## src/rtl/reg_status_file.sv

```systemverilog
// rtl/reg_status_file.sv - register status file with rename tags, CDB resolve and registered read ports
module reg_status_file #(
    parameter int NUM_REGS = 8,
    parameter int DATA_W   = 16,
    parameter int TAG_W    = 3,
    parameter int ZERO_REG = 0,
    localparam int AW      = $clog2(NUM_REGS),
    localparam int CW      = $clog2(NUM_REGS + 1)
) (
    input  logic              CLK,
    input  logic              CLR,
    input  logic              iss_en,
    input  logic [AW-1:0]     iss_reg,
    input  logic [TAG_W-1:0]  iss_tag,
    input  logic [DATA_W-1:0] iss_data,
    input  logic              cdb_valid,
    input  logic [TAG_W-1:0]  cdb_tag,
    input  logic [DATA_W-1:0] cdb_data,
    input  logic              flush,
    input  logic [AW-1:0]     rd0_reg,
    input  logic [AW-1:0]     rd1_reg,
    output logic [DATA_W-1:0] rd0_data,
    output logic [DATA_W-1:0] rd1_data,
    output logic [TAG_W-1:0]  rd0_tag,
    output logic [TAG_W-1:0]  rd1_tag,
    output logic [CW-1:0]     pend_cnt
);

    logic [DATA_W-1:0] data_q [NUM_REGS];
    logic [DATA_W-1:0] data_d [NUM_REGS];
    logic [TAG_W-1:0]  tag_q  [NUM_REGS];
    logic [TAG_W-1:0]  tag_d  [NUM_REGS];

    logic [DATA_W-1:0] rd0_data_q, rd1_data_q;
    logic [TAG_W-1:0]  rd0_tag_q, rd1_tag_q;
    logic [CW-1:0]     pend_cnt_q, pend_cnt_d;

    logic iss_ok;

    // Issues to a hardwired zero register are dropped entirely.
    always_comb begin
        iss_ok = iss_en;
        if (ZERO_REG != 0 && iss_reg == '0) begin
            iss_ok = 1'b0;
        end
    end

    // Next state: flush clears tags, CDB resolves matches against the old tags, issue overrides last.
    always_comb begin
        for (int i = 0; i < NUM_REGS; i++) begin
            data_d[i] = data_q[i];
            tag_d[i]  = tag_q[i];
        end
        if (flush) begin
            for (int i = 0; i < NUM_REGS; i++) begin
                tag_d[i] = '0;
            end
        end
        if (cdb_valid && cdb_tag != '0) begin
            for (int i = 0; i < NUM_REGS; i++) begin
                if (tag_q[i] == cdb_tag) begin
                    data_d[i] = cdb_data;
                    tag_d[i]  = '0;
                end
            end
        end
        if (iss_ok) begin
            if (iss_tag != '0) begin
                // A rename keeps the pre-cycle data even if the CDB hit this register now.
                data_d[iss_reg] = data_q[iss_reg];
                tag_d[iss_reg]  = iss_tag;
            end else begin
                data_d[iss_reg] = iss_data;
                tag_d[iss_reg]  = '0;
            end
        end
        if (ZERO_REG != 0) begin
            data_d[0] = '0;
            tag_d[0]  = '0;
        end
    end

    // Count pending registers in the next state so the count tracks the same edge.
    always_comb begin
        pend_cnt_d = '0;
        for (int i = 0; i < NUM_REGS; i++) begin
            if (tag_d[i] != '0) begin
                pend_cnt_d = pend_cnt_d + CW'(1);
            end
        end
    end

    // State and write-through read registers; reset wipes everything including pending tags.
    always_ff @(posedge CLK or negedge CLR) begin
        if (!CLR) begin
            for (int i = 0; i < NUM_REGS; i++) begin
                data_q[i] <= '0;
                tag_q[i]  <= '0;
            end
            rd0_data_q <= '0;
            rd1_data_q <= '0;
            rd0_tag_q  <= '0;
            rd1_tag_q  <= '0;
            pend_cnt_q <= '0;
        end else begin
            for (int i = 0; i < NUM_REGS; i++) begin
                data_q[i] <= data_d[i];
                tag_q[i]  <= tag_d[i];
            end
            rd0_data_q <= data_d[rd0_reg];
            rd1_data_q <= data_d[rd1_reg];
            rd0_tag_q  <= tag_d[rd0_reg];
            rd1_tag_q  <= tag_d[rd1_reg];
            pend_cnt_q <= pend_cnt_d;
        end
    end

    assign rd0_data = rd0_data_q;
    assign rd1_data = rd1_data_q;
    assign rd0_tag  = rd0_tag_q;
    assign rd1_tag  = rd1_tag_q;
    assign pend_cnt = pend_cnt_q;

endmodule

```

## config.mk

```make
export PLATFORM = sky130hd
export DESIGN_NAME = reg_status_file
export DESIGN_NICKNAME = d
export VERILOG_FILES = /design/src/rtl/reg_status_file.sv
export SDC_FILE = /design/constraint.sdc
export NUM_CORES = 1
export LEC_CHECK = 0
export CAP_MARGIN = 20
export CORE_ASPECT_RATIO = 1.5
export CORE_MARGIN = 4
export CORE_UTILIZATION = 46
export CTS_BUF_LIST = sky130_fd_sc_hd__clkbuf_4 sky130_fd_sc_hd__clkbuf_8
export CTS_CLUSTER_SIZE = 16
export DETAILED_ROUTE_END_ITERATION = 7
export PLACE_DENSITY = 0.73
export SYNTH_ARGS = -nofsm -noshare
export SYNTH_HDL_FRONTEND = slang
export SYNTH_SLANG_ARGS = --single-unit
```

## constraint.sdc

```tcl
create_clock -name CLK -period 6.2 [get_ports CLK]
set_input_delay 0.62 -clock CLK [delete_from_list [all_inputs] [get_ports CLK]]
set_output_delay 0.62 -clock CLK [all_outputs]
set_load 0.01 [all_outputs]
```

# Yosys cells after proc, flatten, opt, wreduce, memory -nomap -nowiden
# Index checks and enable logic that the tools add are counted.
word_totals:
  output_inout_bits: 42
  register_bits: 194
  in_bits: 52
op_classes:
  magnitude_cmp: 4
  n_addsub: 7
  n_eq_ne: 8
  n_reduce_logical: 12
  n_bitwise: 5
  mux: 53
op_table:
  columns: ["operator", "count"]
  rows:
  - ["two-way mux 128 bit", 3]
  - ["bitwise mux 128 bit", 2]
  - ["two-way mux 16 bit", 15]
  - ["binary-select mux 16 bit (select 3 bit)", 3]
  - ["two-way mux 24 bit", 4]
  - ["demux 16 bit (select 3 bit)", 1]
  - ["two-way mux 3 bit", 13]
  - ["nonzero test 3 bit", 10]
  - ["adder 4 x 1 -> 4 bit (second input constant)", 7]
  - ["two-way mux 4 bit", 7]
  - ["AND 24 bit", 1]
  - ["bitwise mux 24 bit", 1]
  - ["equality test 3 bit", 8]
  - ["NOT 24 bit", 1]
  - ["binary-select mux 3 bit (select 3 bit)", 2]
  - [">= comparator 4 bit (second input constant)", 3]
  - ["NOT 3 -> 4 bit", 3]
  - ["demux 3 bit (select 3 bit)", 1]
  - ["< comparator 4 x 1 -> 1 bit (second input constant)", 1]
  - ["logical AND 1 bit", 2]
  - ["two-way mux 1 bit", 1]

# Longest topological paths before layout
# Gate-level depths: netlist of run 1.
depth:
  ltp_word: 25
  depth_mapped: 23
  depth_no_buf: 21

# Worst setup path after synthesis of run 1
# Ideal clock, no wire load.
synth_path:
  path_kind: "input -> register"
  from: "input cdb_tag[0]"
  to: "register pend_cnt_q[2], in the netlist pend_cnt[2]"
  required_time_ns: 6.076
  cell_stages: 20
  arrival_ns: 4.899
  n_path_buf: 1
  setup_ns: 0.124
  path_slack_ns: 1.177
  path_cell_list: "buf_4 > xor2_1 > nor4_2 > nor2_1 > a22oi_1 > inv_1 > ha_1 > xnor2_2 > xnor2_2 > inv_2 > ha_1 > xnor2_1 > or3_1 > o221ai_1 > ha_1 > mux2_2 > ha_1 > nor2b_1 > xnor2_1 > xnor2_1"
synth_between:
  elab_chain_len: 22
  word_cells_on_any_way: 46
  cone_classes: "add/sub (7); eq/ne (8); mux (20); bitwise (1); reduce/logical (10)"
synth_rtl:
  columns: ["item", "line", "source"]
  rows:
  - ["from (decl)", "17", "input logic [TAG_W-1:0] cdb_tag,"]
  - ["equality test 3 bit or nonzero test 3 bit (tied branches)", "61, 59", null]
  - ["two-way mux 3 bit or logical AND 1 bit (tied branches)", "61, 59", null]
  - ["two-way mux 24 bit *", "59", "if (cdb_valid && cdb_tag != '0) begin"]
  - ["AND 24 bit (no line) or bitwise mux 24 bit (tied branches)", null, null]
  - ["two-way mux 24 bit", "68", "if (iss_tag != '0) begin"]
  - ["two-way mux 24 bit *", "67", "if (iss_ok) begin"]
  - ["nonzero test 3 bit", "87", "if (tag_d[i] != '0) begin"]
  - ["two-way mux 1 bit", "87", null]
  - ["[... 7 more ...]", null, null]
  - ["two-way mux 4 bit", "87", null]
  - ["adder 4 x 1 -> 4 bit", "88", "pend_cnt_d = pend_cnt_d + CW'(1);"]
  - ["two-way mux 4 bit", "87", null]
  - ["adder 4 x 1 -> 4 bit", "88", null]
  - ["two-way mux 4 bit", "87", null]
  - ["adder 4 x 1 -> 4 bit", "88", null]
  - ["two-way mux 4 bit *", "87", null]
  - ["via pend_cnt_d[2]", "36", "logic [CW-1:0] pend_cnt_q, pend_cnt_d;"]
  - ["to (signal assigned)", "114", "pend_cnt_q <= pend_cnt_d;"]
  - ["to (decl)", "36", null]
# The timed path passes the listed nets; every way through them passes the cells marked *.

# Worst setup path in the final report of run 1
layout_path:
  from: "input cdb_tag[1]"
  to: "register pend_cnt_q[2], in the netlist pend_cnt[2]"
# The elaborated chain is that of the path after synthesis.

==> metrics.csv, run 1 <==
stage,metric,value,unit
outcome,status,"finished, final reports clean",
clock_network,cts_buffer_depth,2,
final_layout,post-route-util,53.3,%
power_and_ir_drop,power.total,4.46,mW
sta,finalClockSkew,0.0134,ns
placement,port_buffers,93,
die,die_height,210,µm
clock_network,htree_levels,4,
final_layout,n_fill_cell,2302,
die,dieArea,29900,µm²
die,core,26600,µm²
final_layout,stdcell_area,14200,µm²
critical_path,critPathMaxStageDelay,0.46,ns
logic_synthesis,avgSynthCellArea,10.3,µm²
sta,fin_crit,5.19,ns
sta,fin_crit_sh,83.7,%
logic_synthesis,async_flop_share,100,%
clock_network,cts_sinks,194,
global_routing,overflow,0,
clock_network,clock_latency,0.51,ns
die,num_io_pins,94,
logic_synthesis,synth-seq-cells,194,
final_layout,final_cell_mix,"dfrtp_1, nand2_1, o21ai_0",
power_and_ir_drop,ir_drop,0.000167,V
critical_path,cp.required,6.63,ns
final_layout,synthToLayoutAreaGrowth,13.6,%
sta,setup_tns,0,ns
power_and_ir_drop,p_seq_share,40.0,%
clock_network,cts_tree,built,
route,num_vias,10358,
global_routing,grt_pass1_vias,10610,
final_layout,diodes,0,
die,rows,73,
clock_network,root_buffer,clkbuf_8,
global_routing,grt_pass1_wl,60.0,mm
route,post_drt_wl_per_cell,24.0,µm
route,drt_wl_total,38.7,mm
power_and_ir_drop,power.clock.fraction,22.1,%
power_and_ir_drop,switchingPower,1.52,mW
global_routing,antenna_found_initial,0,
clock_network,post_cts_buffers,0,
critical_path,cpMostUsedCell,ha_1,
sta,slew_headroom,24.0,%
route,antenna_left,0,
sta,grt_setup_unrepaired,false,
sta,slew_viol_final,0,
logic_synthesis,syn_inst,1212,
logic_synthesis,syn-num-nets,1271,
die,initial_core_util,46.9,%
placement,dp_hpwl,25.5,mm
die,die_w,142,µm
power_and_ir_drop,cellPowerDensity,315,nW/µm²
logic_synthesis,yosysSeqAreaShare,38.9,%
power_and_ir_drop,power.internal,2.94,mW
sta,setup_viol,0,
placement,place_area,13700,µm²
power_and_ir_drop,swShare,34.0,%
run,cap_violations,0,
critical_path,end_kind,flip-flop,
sta,finalHoldViolCount,0,
logic_synthesis,synth_edf_count,0,
critical_path,path_cells,"clkdlybuf4s50_1, buf_4, o31ai_2, buf_4, nor4_4, nor2_1, a22oi_1, inv_1, ha_1, xnor2_2, xnor2_2, inv_2, ha_1, xnor2_1, or3_1, o221ai_1, ha_1, mux2_2, ha_1, nor2b_1, xnor2_1, xnor2_1",
final_layout,nets,1320,
critical_path,arrival,5.62,ns
logic_synthesis,ys_warn_count,0,
route,drc_errors,0,
route,viasPerCell,6.43,
route,dr.first_iter.drc_count,1246,
critical_path,critPathKind,in -> reg,
final_layout,drive_above_1_share,18.8,%
clock_network,ctsHoldBuffers,0,
logic_synthesis,synth_top_flop_cell,dfrtp_1,
critical_path,start_kind,input pin,
clock_network,cts_made_buffers,17,
sta,tightest_slew,1.14,ns
power_and_ir_drop,combPwrFrac,38.0,%
logic_synthesis,synth_area,12500,µm²
global_routing,grt_max_degree,69,
critical_path,path_max_fanout,12,
global_routing,grtUsageTotal,26.2,%
min_path,min_path_type,in -> async,
sta,fmax,0.193,GHz
critical_path,cp_slowest_cell,clkdlybuf4s50_1,
logic_synthesis,synth_cell_type_count,62,
clock_network,clk_pin_slew,0.10,ns
placement,place_congestion,0.929,
route,dr.pass1.iters,6,
power_and_ir_drop,p_leak,5.86,nW
clock_network,cts_resized,0,
final_layout,layout_commonest_cell,dfrtp_1,
-- worst max-delay path: cells and delay by family --
kind            cells  cell delay [ns]
mux                 1             0.28
simple gates        4             0.87
xor+xnor            5             0.98
fa+ha+maj           4             1.19
compound gates      3             0.58
buf+inv             5             1.10
-- flip-flops by register name, summed over array words and instances (netlist names) --
register,flops
data_q,128
pend_cnt,4
rd0_data,16
rd0_tag,3
rd1_data,16
rd1_tag,3
tag_q,24
-- cell type report --
type	instances	area, µm²	area share (%)
clock buffers	19	262	1.85
multi-input cells	881	7100	50.2
well taps	337	422	2.98
repair buffers	130	1180	8.32
inverters	37	139	0.981
flip-flops and latches	194	4850	34.3
clock inverters	12	204	1.44
-- worst paths after layout --
path,from,endpoint,slack [ns],cells after the start
worst max-delay path,cdb_tag[1],pend_cnt[2]$_DFF_PN0_,1.01,22
worst min-delay path,CLR,rd1_data[14]$_DFF_PN0_,0.08,1
worst max register to register,tag_q[23]$_DFF_PN0_,pend_cnt[2]$_DFF_PN0_,1.45,19
worst min register to register,data_q[40]$_DFF_PN0_,data_q[40]$_DFF_PN0_,0.60,2
max in group asynchronous,CLR,rd0_data[6]$_DFF_PN0_,4.76,2
min in group CLK,data_q[40]$_DFF_PN0_,data_q[40]$_DFF_PN0_,0.60,2
-- stage by stage --
step,cells,setup slack [ns],hold WS [ns]
floorplan,1212,1.18,0.324
global placement,1579,0.732,0.573
detailed placement,1579,0.579,0.585
CTS,1610,1.05,0.0952
global route,1610,0.719,0.122
finish,1610,1.01,0.0821
-- power by group through the flow --
stage / clock network [mW] / registers, mW / logic (mW)
2_1_floorplan: 0 / 1.80 / 1.11
3_3_place_gp: 0 / 1.79 / 1.63
3_5_place_dp: 0 / 1.80 / 1.67
4_1_cts: 0.997 / 1.78 / 1.68
5_1_grt: 1.05 / 1.82 / 1.84
6_report: 0.983 / 1.78 / 1.69
-- logic make-up after synthesis --
logic type / share of synthesized area, %
muxes: 28.4
and+or+nand+nor: 11.0
buffers and inverters: 4.33
DFF: 38.9
xor gates and xnor gates: 3.31
AOI/OAI and AO/OA: 13.3
adders and majority gates: 0.702
-- routing by layer --
| metal | GRT usage (%) | part of all wire [%] | vias to the layer above |
|---|---|---|---|
| met2 | 43.3 | 49 | 572 |
| met4 | 17.4 | 7.0 | 0 |
| li1 | - | - | 4512 |
| met3 | 3.97 | 6.5 | 176 |
| met5 | 0 | 0 | - |
| met1 | 31.4 | 37 | 5098 |
-- cells in the mapped netlist (11+ instances only) --
master,n,area share (%)
inv_1,36,1.1
nand2_1,138,4.2
buf_1,11,0.33
a22o_1,11,0.77
xor2_1,22,1.5
nor2_1,88,2.6
mux4_2,70,13
a21oi_1,63,2.5
mux2i_1,115,9.2
nand3_1,28,1.1
dfrtp_1,194,39
xnor2_1,12,0.84
o21ai_0,128,5.1
mux2_2,72,6.5
clkbuf_1,80,2.4
Note: power is estimated with default switching activity, not from simulation.
==> inputs of run 2 (changes only) <==
==> constraint.sdc (replaced) <==
create_clock -name CLK -period 4.9 [get_ports CLK]
set_input_delay 0.49 -clock CLK [delete_from_list [all_inputs] [get_ports CLK]]
set_output_delay 0.49 -clock CLK [all_outputs]
set_load 0.01 [all_outputs]
==> run 2 against run 1 <==
Against the previous run: clock skew is 0.010 ns higher; core utilization grew 0.85 points; cell area rose by 1.6%; register-to-register slack worse by 0.89 ns; total power increased by 23%; hold slack got worse by 0.062 ns; count of clock-buffer cells in the layout increased by 1; sequential share of layout area is 0.54 points lower; die area stayed put; routed wire length up 1.5%; final cell count up 2.5%; critical endpoint is now pend_cnt[3]$_DFF_PN0_; largest cell class unchanged.
==> metrics.csv, run 2 (synthesis gave the netlist of run 1 again) <==
stage,metric,value,unit,change
outcome,status,"finished, final reports clean",,
clock_network,cts_buffer_depth,2,,unchanged
clock_network,clk_pin_slew,0.10,ns,about the same
sta,holdWs,0.0197,ns,-0.0624 ns
sta,tightest_slew,0.916,ns,-0.224 ns
placement,place_congestion,0.894,,-3.8%
critical_path,cp.required,5.29,ns,-1.34 ns
critical_path,arrival,4.89,ns,-0.73 ns
final_layout,drive_above_1_share,21.3,%,+2.5 points
die,die_w,142,µm,unchanged
run,cap_violations,0,,unchanged
route,antenna_left,0,,unchanged
die,rows,73,,unchanged
global_routing,overflow,0,,unchanged
die,num_io_pins,94,,unchanged
final_layout,final_cell_mix,"dfrtp_1, nand2_1, o21ai_0",,
route,dr.pass1.iters,5,,-1
sta,setup_slack,0.404,ns,-0.604 ns
die,die_height,210,µm,unchanged
sta,setup_tns,0,ns,unchanged
sta,slew_viol_final,0,,unchanged
route,dr.first_iter.drc_count,1056,,-15%
placement,placed_cells,1619,,+2.5%
global_routing,grt_pass1_vias,10905,,+2.8%
final_layout,fin_cells,1651,,+2.5%
power_and_ir_drop,cellPowerDensity,381,nW/µm²,+21%
critical_path,start_kind,input pin,,
clock_network,clock_latency,0.52,ns,about the same
critical_path,end_kind,flip-flop,,
final_layout,largest_register_ff_count,128,,unchanged
die,initial_core_util,46.9,%,unchanged
placement,dp_hpwl,26.6,mm,+4.5%
sta,finalClockSkew,0.0237,ns,+0.0102 ns
critical_path,r2r_setup_slack,0.56,ns,-0.89 ns
placement,port_buffers,93,,unchanged
min_path,min_path_type,in -> async,,
critical_path,critPathKind,in -> reg,,
die,dieArea,29900,µm²,unchanged
placement,dp_slack,-0.109,ns,-0.687 ns
global_routing,grtUsageTotal,26.8,%,+0.64 points
sta,grt_setup_unrepaired,false,,
final_layout,largestRegisters,"data_q x128, tag_q x24",,
final_layout,nets,1360,,+3.0%
sta,slew_headroom,38.9,%,+15 points
final_layout,synthToLayoutAreaGrowth,15.4,%,
clock_network,ctsHoldBuffers,0,,unchanged
sta,finalHoldViolCount,0,,unchanged
sta,fin_crit,4.50,ns,
global_routing,grt_pass1_wl,61.1,mm,+1.7%
final_layout,layout_commonest_cell,dfrtp_1,,
global_routing,antenna_found_initial,0,,unchanged
route,num_vias,10506,,+1.4%
power_and_ir_drop,ir_drop,0.000208,V,+25%
final_layout,regMostFlops,data_q,,
sta,fmax,0.222,GHz,
clock_network,cts_resized,0,,unchanged
final_layout,post-route-util,54.1,%,+0.85 points
route,drt_wl_total,39.3,mm,+1.5%
power_and_ir_drop,p_leak,6.03,nW,+3.0%
route,viasPerCell,6.36,,-1.1%
sta,setup_viol,0,,unchanged
clock_network,root_buffer,clkbuf_8,,
clock_network,htree_levels,4,,unchanged
final_layout,diodes,0,,unchanged
clock_network,cts_tree,built,,
critical_path,path_max_fanout,5,,-7
sta,fin_crit_sh,91.7,%,
clock_network,cts_sinks,194,,unchanged
global_routing,grt_max_degree,104,,+51%
die,core,26600,µm²,unchanged
route,post_drt_wl_per_cell,23.8,µm,-1.0%
route,drc_errors,0,,unchanged
clock_network,cts_made_buffers,17,,unchanged
clock_network,post_cts_buffers,0,,unchanged
## run 2: cell count changes in the layout (fill, tap and decap cells not counted), sizes merged
cell,change
inv,+3
clkinv,+3
buf,+40
clkbuf,+1
bufinv,-4
clkinvlp,-2
## run 2: worst max-delay path: stages
cell	delay, ns
clkdlybuf4s50_1	0.43
buf_4	0.18
xor2_1	0.18
nor4_4	0.31
nor2_1	0.10
a22oi_1	0.21
inv_1	0.07
ha_1	0.37
xnor2_2	0.26
ha_1	0.27
inv_1	0.07
nand2_1	0.04
o21ai_0	0.14
xnor2_1	0.20
mux2i_1	0.12
ha_1	0.19
o31ai_1	0.08
xor2_1	0.20
xnor3_1	0.28
xor2_1	0.17
nor4b_1	0.23
mux2i_1	0.12
xor2_1	0.16
## run 2: metal layers
layer	global-route usage (%)	vias up	part of all wire, %	wire, µm
li1	-	4600	-	-
met3	4.74	196	7.6	3010
met2	44.5	576	49	19400
met1	31.5	5134	36	14100
met5	0	-	0	0
met4	18.1	0	7.1	2800
## run 2: worst paths after layout
| kind | startpoint | to | depth (start not counted) |
|---|---|---|---|
| worst max-delay path | cdb_tag[0] | pend_cnt[3]$_DFF_PN0_ | 23 |
| worst min-delay path | CLR | rd0_data[4]$_DFF_PN0_ | 1 |
| worst max register to register | tag_q[23]$_DFF_PN0_ | pend_cnt[3]$_DFF_PN0_ | 21 |
| worst min register to register | data_q[38]$_DFF_PN0_ | data_q[38]$_DFF_PN0_ | 2 |
| max in group asynchronous | CLR | data_q[104]$_DFF_PN0_ | 2 |
| min in group CLK | rd0_reg[0] | rd0_data[10]$_DFF_PN0_ | 2 |
## run 2: area by class of cell
cell class / count / area [µm²]
fillers: 2281 / 12200
clock inverters: 12 / 103
well taps: 337 / 422
multi-input cells: 881 / 7100
flip-flops and latches: 194 / 4850
clock buffers: 20 / 275
inverters: 37 / 139
repair buffers: 170 / 1490
## run 2: through the flow
| stage | power (mW) | area (µm²) |
|---|---|---|
| 2_1_floorplan | 3.68 | 12500 |
| 3_3_place_gp | 4.37 | 14000 |
| 3_5_place_dp | 4.43 | 14000 |
| 4_1_cts | 5.49 | 14400 |
| 5_1_grt | 5.81 | 14400 |
| 6_report | 5.48 | 14400 |
## run 2: report_power, final
part / switching [mW] / internal [mW]
Combinational: 1.10 / 1.08
Sequential: 0.206 / 2.04
Clock: 0.611 / 0.443
==> RTL edit 1, RTL diff (config.mk and constraints of run 1) <==
Register the output `rd0_data` once more, cleared by the reset; this adds one clock of latency there. The other outputs are not delayed to match.
--- a/src/rtl/reg_status_file.sv
+++ b/src/rtl/reg_status_file.sv
@@ -115,7 +115,13 @@
         end
     end
 
-    assign rd0_data = rd0_data_q;
+    always_ff @(posedge CLK or negedge CLR) begin
+        if (!CLR) begin
+            rd0_data <= '0;
+        end else begin
+            rd0_data <= rd0_data_q;
+        end
+    end
     assign rd1_data = rd1_data_q;
     assign rd0_tag  = rd0_tag_q;
     assign rd1_tag  = rd1_tag_q;
Formal check against the unedited RTL: not equivalent (Yosys sat finds a counterexample within 4 cycles, from zero or initial values).
==> RTL edit 1 against run 1 <==
  * First-iteration DRC count shrank 19%
  * Design area grew 6.3%
  * Power grew 13%
  * Global-route usage grew 0.46 points
  * Worst setup slack gained 0.20 ns
  * Sequential cell count grew 16
  * Area after synthesis grew 4.6%
  * Routed wire length grew 8.2%
  * Critical endpoint is now pend_cnt[3]
  * Highest routed layer unchanged
==> RTL edit 1: results (changes against run 1) <==
\begin{tabular}{lr}
\hline
Metric & Value \\
\hline
\multicolumn{2}{l}{\textbf{Status}} \\
Outcome & completed \\
\multicolumn{2}{l}{\textbf{Global route}} \\
Global-route wire length before repair & 64.5 mm (+7.4\%) \\
Largest net degree at the start of global routing & 108 (+57\%) \\
Vias in the first global route & 11200 (+6.0\%) \\
All-Layer GR Usage & 0.267 (+0.00460) \\
Met2 Usage GRT & 0.451 (+0.0185) \\
Routing usage on met1 & 0.308 (-0.00651) \\
\multicolumn{2}{l}{\textbf{Routing}} \\
Amount of wire on met2 after detailed routing & 20.5 mm (+7.4\%) \\
Number of search-and-repair iterations in the first detailed-routing pass & 8 (+2) \\
Met3 WL & 2.78 mm (+11\%) \\
Wl on met1 & 15.3 mm (+6.3\%) \\
Routed WL per cell & 24.9 µm (+3.8\%) \\
\multicolumn{2}{l}{\textbf{Synthesis}} \\
Largest cells by area after synthesis & dfrtp\_1 40\%, mux4\_2 12\%, mux2i\_1 9.6\%, mux2\_2 6.3\%, nand2\_1 5.6\% \\
Synth async-reset ratio & 1.00 (unchanged) \\
Syn Inst Count & 1243 (+2.6\%) \\
Net Count, Synth & 1302 (+2.4\%) \\
Part of the Yosys area used for sequential elements & 0.403 (+0.0135) \\
\multicolumn{2}{l}{\textbf{Timing}} \\
Max-Slew Margin vs Limit & 0.326 (+0.0856) \\
Layout Skew & 0.0214 ns (+0.00794 ns) \\
F\_max & 0.200 GHz (+4.1\%) \\
\multicolumn{2}{l}{\textbf{Critical path}} \\
CP max-delay cell & o31ai\_4 \\
Crit Path Max Fanout & 6 (-6) \\
Setup slack of the worst register-to-register path & 1.58 ns (+0.13 ns) \\
Slowest Stage Delay on Critical Path & 0.68 ns (+0.22 ns) \\
Largest delay share family, worst path & compound AO/OA/AOI/OAI gates \\
WP data arrival & 5.42 ns (-0.20 ns) \\
\multicolumn{2}{l}{\textbf{Power and ir drop}} \\
Max VDD drop & 204 µV (+22\%) \\
Internal Power & 0.00338 W (+15\%) \\
Static leakage & 6.25 nW (+6.6\%) \\
\multicolumn{2}{l}{\textbf{Placed design}} \\
Worst setup timing slack at the placement stage & 0.709 ns (+0.130 ns) \\
Placed instance count & 1614 (+2.2\%) \\
DP HPWL & 26.9 mm (+5.8\%) \\
Placed cell areas & 0.0143 mm² (+4.1\%) \\
\multicolumn{2}{l}{\textbf{Clock tree}} \\
Clock insertion delay at the later pin of the skew report & 0.56 ns (+0.05 ns) \\
TritonCTS buffer count & 36 (+19) \\
Clock buffer depth & 3 (+1) \\
Register clock-pin slew on the reported worst setup and hold paths & 0.06 ns (-0.04 ns) \\
CTS H-tree lvls & 2 (-2) \\
\multicolumn{2}{l}{\textbf{Layout}} \\
Finished Layout Cells & 1679 (+4.3\%) \\
\hline
\end{tabular}
RTL edit 1: cell count changes after synthesis, moves of 10 or more:
cell     change
a21oi_1     -31
nand3_1     -12
buf_2       +12
mux2i_1     +10
nor2_1      -35
nand2_1     +58
inv_1       -13
o21ai_0     +10
dfrtp_1     +16
RTL edit 1: area by class of cell:
class / count / area (µm²)
fill: 2433 / 12900
multi-input combinational: 902 / 7300
sequential: 210 / 5260
timing repair buffer: 128 / 1170
clock buffer: 54 / 681
tap: 346 / 433
inverter: 29 / 109
clock inverter: 10 / 108
RTL edit 1: power by group through the flow:
stage / combinational, W / sequential, W / clock, W
3_3_place_gp: 0.00163 / 0.00196 / 0
5_1_grt: 0.00184 / 0.00199 / 0.00147
2_1_floorplan: 0.00110 / 0.00195 / 0
3_5_place_dp: 0.00167 / 0.00197 / 0
6_report: 0.00168 / 0.00195 / 0.00139
4_1_cts: 0.00168 / 0.00195 / 0.00141
RTL edit 1: final timing paths:
path                                from     endpoint  depth (start not counted)
setup / recovery              cdb_tag[2]  pend_cnt[3]                         19
hold / removal                       CLR   data_q[33]                          1
setup reg to reg               tag_q[23]  pend_cnt[3]                         18
hold reg to reg            rd0_data_q[6]  rd0_data[6]                          0
max in group asynchronous            CLR   data_q[72]                          2
min in group CLK           rd0_data_q[6]  rd0_data[6]                          0
RTL edit 1: logic make-up (layout without fill, tap and decap cells):
group / count (synthesis) / in the layout / share of synthesized area
compound gates: 252 / 252 / 0.119
xor+xnor: 41 / 41 / 0.0303
fa+ha+maj: 7 / 7 / 0.00671
buf+inv: 131 / 221 / 0.0396
flops: 210 / 210 / 0.403
mux: 269 / 269 / 0.282
simple gates: 333 / 333 / 0.120
==> RTL edit 2, RTL diff (config.mk and constraints of run 1) <==
Made on the original files. Change the parameter `TAG_W` from 3 to 6.
--- a/src/rtl/reg_status_file.sv
+++ b/src/rtl/reg_status_file.sv
@@ -2,7 +2,7 @@
 module reg_status_file #(
     parameter int NUM_REGS = 8,
     parameter int DATA_W   = 16,
-    parameter int TAG_W    = 3,
+    parameter int TAG_W    = 6,
     parameter int ZERO_REG = 0,
     localparam int AW      = $clog2(NUM_REGS),
     localparam int CW      = $clog2(NUM_REGS + 1)
Ports: changed (resized cdb_tag, iss_tag, rd0_tag and rd1_tag); port bits go from 94 to 106. No check against the original RTL was run, so the function may have changed too.
==> RTL edit 2 against run 1 <==
  * Design area rose by 17%
  * Clock skew grew 0.0083 ns
  * Worst setup slack lost 0.00067 ns
  * Worst hold slack got worse by 0.012 ns
  * Critical path depth shrank 1
  * Utilization is 1.1 points higher
  * Power increased by 14%
  * Count of clock-buffer cells in the layout is 38 higher
  * Area after synthesis grew 15%
  * Maximum frequency is essentially flat
  * Sequential cell count grew 30
  * Routed wire length up 22%
  * Critical path type unchanged
  * Critical endpoint is now pend_cnt[3]
==> RTL edit 2: results (changes against run 1) <==
\begin{tabular}{lr}
\hline
Metric & Value \\
\hline
\multicolumn{2}{l}{\textbf{Global route}} \\
Vias in the first global route & 12300 (+16\%) \\
Antenna violations before repair & 2 (+2) \\
Largest net degree at the start of global routing & 136 (+97\%) \\
Global-route wire length before repair & 72.4 mm (+21\%) \\
All-Layer GR Usage & 0.274 (+0.0119) \\
\multicolumn{2}{l}{\textbf{Power and ir drop}} \\
Static leakage & 6.85 nW (+17\%) \\
Sequential logic power & 0.00198 W (+11\%) \\
Max VDD drop & 183 µV (+10\%) \\
Proportion of total power due to net switching & 0.326 (-0.0145) \\
Portion of total power attributed to sequential cells & 0.391 (-0.009) \\
Share of total power in combinational logic & 0.337 (-0.043) \\
\multicolumn{2}{l}{\textbf{Timing}} \\
Layout Skew & 0.0217 ns (+0.00829 ns) \\
Actual slew at the worst max-slew pin & 1.21 ns (+0.0678 ns) \\
Final Worst Setup Slack & 1.01 ns (-0.000670 ns) \\
\multicolumn{2}{l}{\textbf{Critical path}} \\
Setup slack of the worst register-to-register path & 1.40 ns (-0.05 ns) \\
Crit Path Max Fanout & 7 (-5) \\
Slowest Stage Delay on Critical Path & 0.73 ns (+0.27 ns) \\
WP data arrival & 5.63 ns (about the same) \\
Largest delay share family, worst path & simple AND/OR/NAND/NOR gates \\
\multicolumn{2}{l}{\textbf{Layout}} \\
Finished Layout Cells & 1856 (+15\%) \\
Layout cell share with drive strength beyond 1 & 0.215 (+0.0272) \\
Final net count & 1497 (+13\%) \\
\multicolumn{2}{l}{\textbf{Placed design}} \\
Number of I/O port buffers & 105 (+13\%) \\
Placed cell areas & 0.0158 mm² (+15\%) \\
Placed instance count & 1793 (+14\%) \\
Final RePlAce weighted congestion & 1.04 (+12\%) \\
Worst setup timing slack at the placement stage & 0.530 ns (-0.0490 ns) \\
DP HPWL & 31.3 mm (+23\%) \\
\multicolumn{2}{l}{\textbf{Clock tree}} \\
Clock tree root driver cell & clkbuf\_8 \\
CTS H-tree lvls & 2 (-2) \\
Register clock-pin slew on the reported worst setup and hold paths & 0.06 ns (-0.04 ns) \\
Clock insertion delay at the later pin of the skew report & 0.56 ns (+0.05 ns) \\
Clock buffer depth & 3 (+1) \\
\multicolumn{2}{l}{\textbf{Routing}} \\
Routed WL per cell & 25.5 µm (+5.9\%) \\
Via-per-instance ratio & 6.35 (-1.3\%) \\
Number of search-and-repair iterations in the first detailed-routing pass & 8 (+2) \\
First DRT Iteration DRCs & 1139 (-8.6\%) \\
\multicolumn{2}{l}{\textbf{Synthesis}} \\
Syn Inst Count & 1355 (+12\%) \\
Largest cells by area after synthesis & dfrtp\_1 39\%, mux4\_2 15\%, mux2i\_1 8.5\%, mux2\_2 5.7\%, o21ai\_0 4.5\% \\
Netlist cell types & 68 (+9.7\%) \\
Commonest cells in the synthesized netlist & 224 x dfrtp\_1, 152 x nand2\_1, 128 x o21ai\_0 \\
\multicolumn{2}{l}{\textbf{Status}} \\
Outcome & completed \\
\hline
\end{tabular}
## RTL edit 2: cell count changes after synthesis, sizes merged, moves of 10 or more
cell	delta
dfrtp	+30
xnor2	+18
and3	+12
nand2	+15
mux4	+23
inv	+10
buf	+11
## RTL edit 2: path summary, 6_finish.rpt
kind                               endpoint  cells after the start       start
worst max-delay path            pend_cnt[3]                     21  cdb_tag[1]
worst min-delay path            data_q[108]                      1         CLR
worst max register to register  pend_cnt[3]                     20   tag_q[35]
worst min register to register     tag_q[1]                      2    tag_q[1]
max in group asynchronous         tag_q[13]                      2         CLR
min in group CLK                  tag_q[32]                      4  iss_reg[2]
## RTL edit 2: final cells by class
| class | instances | area (µm²) |
|---|---|---|
| sequential | 224 | 5610 |
| tap | 400 | 500 |
| clock buffer | 57 | 691 |
| timing repair buffer | 153 | 1390 |
| multi-input combinational | 970 | 8130 |
| inverter | 47 | 176 |
| fill | 2625 | 13900 |
| clock inverter | 5 | 62.6 |
## RTL edit 2: logic make-up (layout without fill, tap and decap cells)
family | after synthesis | count (layout) | synth area share
and+or+nand+nor | 326 | 326 | 0.103
xor gates and xnor gates | 67 | 67 | 0.0454
DFF | 224 | 224 | 0.391
buffers and inverters | 161 | 262 | 0.0454
adders and majority gates | 7 | 7 | 0.00612
muxes | 286 | 286 | 0.287
AOI/OAI and AO/OA | 284 | 284 | 0.121
## RTL edit 2: metal layers
metal | GRT usage | wire (µm)
met5 | 0 | 23
met4 | 0.169 | 3430
met1 | 0.321 | 17000
met2 | 0.467 | 23300
met3 | 0.0499 | 3550
## RTL edit 2: through the flow
step | util | hold WS, ns
finish | 0.544 | 0.0699
global route | 0.544 | 0.111
CTS | 0.543 | 0.0815
detailed placement | 0.519 | 0.580
global placement | 0.518 | 0.578
floorplan | - | 0.324
